==> config.mk <==
export PLATFORM = sky130hd
export DESIGN_NAME = monolith_chunk_scheduler
export DESIGN_NICKNAME = d
export VERILOG_FILES = /design/src/rtl/monolith_chunk_scheduler.sv
export SDC_FILE = /design/constraint.sdc
export NUM_CORES = 2
export LEC_CHECK = 0
export BUFFER_PORTS_ARGS = -buffer_cell sky130_fd_sc_hd__buf_4
export CAP_MARGIN = 20
export CORE_AREA = 2 2 619 621
export CTS_BUF_LIST = sky130_fd_sc_hd__clkbuf_4 sky130_fd_sc_hd__clkbuf_8
export DETAILED_ROUTE_END_ITERATION = 16
export DIE_AREA = 0 0 621 623
export HOLD_SLACK_MARGIN = 0.06
export PLACE_DENSITY = 0.38
export REMOVE_ABC_BUFFERS = 1
export SYNTH_ARGS = -nofsm -noshare
export SYNTH_HDL_FRONTEND = slang
export SYNTH_SLANG_ARGS = --single-unit
==> constraint.sdc <==
create_clock -name ACLK -period 4.3 [get_ports ACLK]
set_input_delay 0.43 -clock ACLK [delete_from_list [all_inputs] [get_ports ACLK]]
set_output_delay 0.43 -clock ACLK [all_outputs]
set_load 0.02 [all_outputs]
==> src/rtl/monolith_chunk_scheduler.sv <==
// Chunk scheduler for the Monolith permutation: pops one chunk from the chunk FIFO,
// runs it through the permutation core, and streams the result out word by word.
module monolith_chunk_scheduler #(
    parameter int CHUNK_SIZE     = 16,
    parameter int DATA_WIDTH     = 32,
    parameter int TIMEOUT_CYCLES = 1024,
    parameter int CNT_WIDTH      = 32
) (
    input  logic                                 ACLK,
    input  logic                                 ARESET,
    input  logic                                 enable,
    input  logic                                 fifo_empty,
    input  logic [CHUNK_SIZE-1:0][DATA_WIDTH-1:0] fifo_out,
    output logic                                 fifo_read_strobe,
    output logic                                 perm_start,
    output logic [CHUNK_SIZE-1:0][DATA_WIDTH-1:0] perm_state_in,
    input  logic                                 perm_done,
    input  logic [CHUNK_SIZE-1:0][DATA_WIDTH-1:0] perm_state_out,
    output logic                                 res_tvalid,
    input  logic                                 res_tready,
    output logic [DATA_WIDTH-1:0]                res_tdata,
    output logic                                 res_tlast,
    output logic                                 busy,
    output logic [CNT_WIDTH-1:0]                 chunk_count,
    output logic                                 timeout_err
);

    localparam int IDX_W = $clog2(CHUNK_SIZE);
    localparam int WD_W  = $clog2(TIMEOUT_CYCLES + 1);
    localparam logic [IDX_W-1:0] LAST_IDX = IDX_W'(CHUNK_SIZE - 1);
    localparam logic [WD_W-1:0]  WD_LIMIT = WD_W'(TIMEOUT_CYCLES - 1);

    typedef enum logic [2:0] {
        S_IDLE,
        S_SETTLE,
        S_LOAD,
        S_START,
        S_BUSY,
        S_EMIT
    } state_t;

    state_t                                state;
    state_t                                state_next;
    logic [CHUNK_SIZE-1:0][DATA_WIDTH-1:0] result;
    logic [IDX_W-1:0]                      word_idx;
    logic [WD_W-1:0]                       watchdog;
    logic                                  beat;

    // NOTE: every output of this block gets a default first, so no path can
    // leave one unassigned and infer a latch.
    always_comb begin
        state_next       = state;
        fifo_read_strobe = 1'b0;
        perm_start       = 1'b0;
        res_tvalid       = 1'b0;
        res_tlast        = 1'b0;
        res_tdata        = '0;
        case (state)
            S_IDLE: begin
                if (enable && !fifo_empty) state_next = S_SETTLE;
            end
            S_SETTLE: begin
                state_next = fifo_empty ? S_IDLE : S_LOAD;
            end
            S_LOAD: begin
                fifo_read_strobe = 1'b1;
                state_next       = S_START;
            end
            S_START: begin
                perm_start = 1'b1;
                state_next = S_BUSY;
            end
            S_BUSY: begin
                // Completion wins over an expiring watchdog in the same cycle.
                if (perm_done)                  state_next = S_EMIT;
                else if (watchdog == WD_LIMIT)  state_next = S_IDLE;
            end
            S_EMIT: begin
                res_tvalid = 1'b1;
                res_tdata  = result[word_idx];
                res_tlast  = (word_idx == LAST_IDX);
                if (res_tready && res_tlast) state_next = S_IDLE;
            end
            default: state_next = S_IDLE;
        endcase
    end

    assign beat = res_tvalid && res_tready;
    assign busy = (state != S_IDLE);

    // NOTE: sequential state uses non-blocking assignments only, so every
    // register samples the pre-edge value of its sources.
    always_ff @(posedge ACLK) begin
        if (ARESET) state <= S_IDLE;
        else        state <= state_next;
    end

    // NOTE: the chunk registers are reset too, so a reset mid-operation
    // cannot leak a stale chunk onto perm_state_in or the result stream.
    always_ff @(posedge ACLK) begin
        if (ARESET) begin
            perm_state_in <= '0;
            result        <= '0;
            word_idx      <= '0;
            watchdog      <= '0;
            chunk_count   <= '0;
            timeout_err   <= 1'b0;
        end else begin
            if (state == S_LOAD) perm_state_in <= fifo_out;
            if (state == S_START) watchdog <= '0;
            if (state == S_BUSY) begin
                watchdog <= watchdog + WD_W'(1);
                if (perm_done) begin
                    result   <= perm_state_out;
                    word_idx <= '0;
                end else if (watchdog == WD_LIMIT) begin
                    timeout_err <= 1'b1;
                end
            end
            if (beat) begin
                word_idx <= word_idx + IDX_W'(1);
                if (res_tlast) chunk_count <= chunk_count + CNT_WIDTH'(1);
            end
        end
    end

endmodule
==> run_results.csv <==
group,metric,value,unit
run_status,status,"finished clean",
synth,synthMostInstantiatedCell,"nand2_1",
timing,finalMaxSlewViolations,0,
drt,wl_met2,149300,µm
floorplan,die_x,621,µm
clocking,cts_made_buffers,222,
final_layout,final_nets,9065,
synth,ys_types,54,
final_layout,drive_gt1_share,27.16,%
clocking,h-tree-depth,4,
timing,finalSetupTns,0,ns
setup_path,crit_arrival,3.54,ns
synth,synth_area_leader_cell,"dfxtp_1",
timing,whs,0.1901,ns
global_routing,grt_pass1_wl,455100,µm
drt,vias,49823,
floorplan,dieArea,386900,µm²
final_layout,fill_cells,42462,
drt,wl_met1,147700,µm
final_layout,area_delta_synth_final,90.46,%
synth,synth_seq_cells,1075,
timing,slew_headroom,36.12,%
floorplan,io_pins,1612,
synth,yosys_warnings,0,
clocking,cts_tree,"built",
timing,clock.fmax,251.9,MHz
timing,post-route-min-period,3.970,ns
hold_path,hold_path_class,"in -> reg",
synth,synth_top_area_share,51.96,%
clocking,clk_latency,1.05,ns
timing,hold_viol,0,
synth,synth-main-ff-cell,"dfxtp_1",
floorplan,start_util,10.88,%
timing,setup_violations,0,
drt,maxUsedRoutingLayer,"met5",
drt,routedWlPerCell,25.91,µm
synth,ys_seq_area_share,51.96,%
global_routing,grt_max_degree,157,
drt,first_iter_violations,3388,
clocking,clk_pin_slew,0.06,ns
setup_path,critPathMaxFanout,14,
power_and_ir_drop,power_density,326.5,nW/µm²
place,place_congestion,0.9469,
setup_path,start_kind,"flip-flop",
synth,synthCells,5068,
timing,rsz0062_at_grt,"false",
power_and_ir_drop,p_leak,29.64,nW
power_and_ir_drop,ir_drop,0.2073,mV
place,portBuffers,1611,
timing,tightestPinTransition,0.9582,ns
clocking,cts_root_buf,"clkbuf_8",
setup_path,endpoint_kind,"output port",
drt,drc_errors,0,
synth,synth_common_cells,"nand2_1, dfxtp_1, a21oi_1, clkbuf_1, buf_2",
synth,async_flop_share,0,%
setup_path,crit_required,3.87,ns
drt,ant_nets,0,
place,hpwl,280700,µm
floorplan,rows,227,
setup_path,path_class,"reg -> out",
drt,drt-total-wl,344800,µm
drt,wl_met3,35070,µm
drt,via_per_inst,3.744,
global_routing,grt_overflow,0,
synth,syn_avg_cell_area,8.172,µm²
global_routing,grt.total_usage,17.12,%
timing,fin_skew,0.08200,ns
timing,finalCritPeriodShare,92.34,%
floorplan,core-area,380600,µm²
synth,syn-cell-area,41410,µm²
synth,synth_edf_count,0,
global_routing,antenna_found_initial,165,
clocking,cts_buffer_depth,4,
clocking,cts.sinks,1075,
job,maxCapViolCount,0,
global_routing,grt_pass1_vias,51133,
drt,firstDrtPassIters,5,
synth,ys_top_cells_by_area,"dfxtp_1, nand2_1, a21oi_1, mux4_2, clkbuf_1",
floorplan,fp.dieH,623,µm
stage by stage:
stage	cells	util (%)	total power [mW]	area [µm²]	setup slack, ns
6_report	13308	20.73	25.76	78880	0.3295
5_1_grt	13280	20.71	26.84	78810	0.04101
4_1_cts	13248	20.68	26.31	78720	0.03178
3_5_place_dp	11382	15.53	12.48	59090	0.9582
3_3_place_gp	11382	15.53	12.47	59090	0.9703
2_1_floorplan	4661	-	10.79	39710	-31.89
cell type report:
class	count	area (µm²)	share of cell area, %
diodes	60	150.1	0.1903
clock buffers	354	4441	5.629
clock inverters	48	521.8	0.6615
inverters	14	60.06	0.07614
multi-input cells	3572	18190	23.06
flip-flops and latches	1075	21540	27.30
well taps	5038	6304	7.991
repair buffers	3147	27680	35.09
cell usage in the layout (no fill, tap or decap), drive strengths merged, types with 8 or more instances in the layout:
cell,count
nand2,2076
a21oi,1049
nor2,48
diode,60
nand3,16
o21ai,8
mux2,16
mux4,121
mux2i,51
clkbuf,354
o22ai,26
nor4,14
dfxtp,1075
nor2b,26
clkinv,33
buf,1684
dlygate4sd3,1463
or4,9
nor3,8
o31ai,14
inv,23
a211oi,16
nand4,8
logic make-up (layout without fill, tap and decap cells):
kind of cell / Yosys count / in the layout / synth area share [%]
and+or+nand+nor: 2244 / 2244 / 21.24
AOI/OAI and AO/OA: 1131 / 1131 / 14.09
DFF: 1075 / 1075 / 51.96
other: 0 / 60 / 0
buffers and inverters: 421 / 3563 / 4.242
muxes: 188 / 188 / 8.248
xor gates and xnor gates: 6 / 6 / 0.1269
adders and majority gates: 3 / 3 / 0.09064
critical path: stages (launching register included):
cell and delay (ns):
dfxtp_4 0.62, buf_4 0.27, mux4_2 0.52, mux2i_2 0.40, o22ai_1 0.31, buf_4 0.27
where the power goes:
part,switching (mW),internal [mW]
sequential,0.0972,10.1
clock,5.40,6.94
combinational,1.51,1.71
sequential cells by signal (all words and copies together) (netlist names):
signal and count:
state 3, chunk_count 32, watchdog 11, timeout_err 1
result 512, word_idx 4, perm_state_in 512
final timing paths:
kind,start,end,slack (ns),cells past startpoint
max,word_idx[0],res_tdata[12],0.33,5
min,perm_state_out[322],result[322],0.19,4
max reg2reg,word_idx[0],chunk_count[25],1.16,6
min reg2reg,result[357],result[357],0.45,2
repair_timing:
item | CTS | global route
pin swaps | 0 | 0
cloned | 0 | 0
hold buffers | 1463 | 0
buffers inserted | 1 | 0
gates resized for setup | 3 | 3
endpoints found under the hold margin | 1051 | 0
setup endpoints to repair | 6 | 2
layer usage:
layer | global-route usage, % | vias up
met2 | 26.24 | 1939
met3 | 7.267 | 578
met1 | 21.40 | 24388
met4 | 5.822 | 48
met5 | 0 | -
li1 | - | 22870
Note: power is estimated with default switching activity, not from simulation.
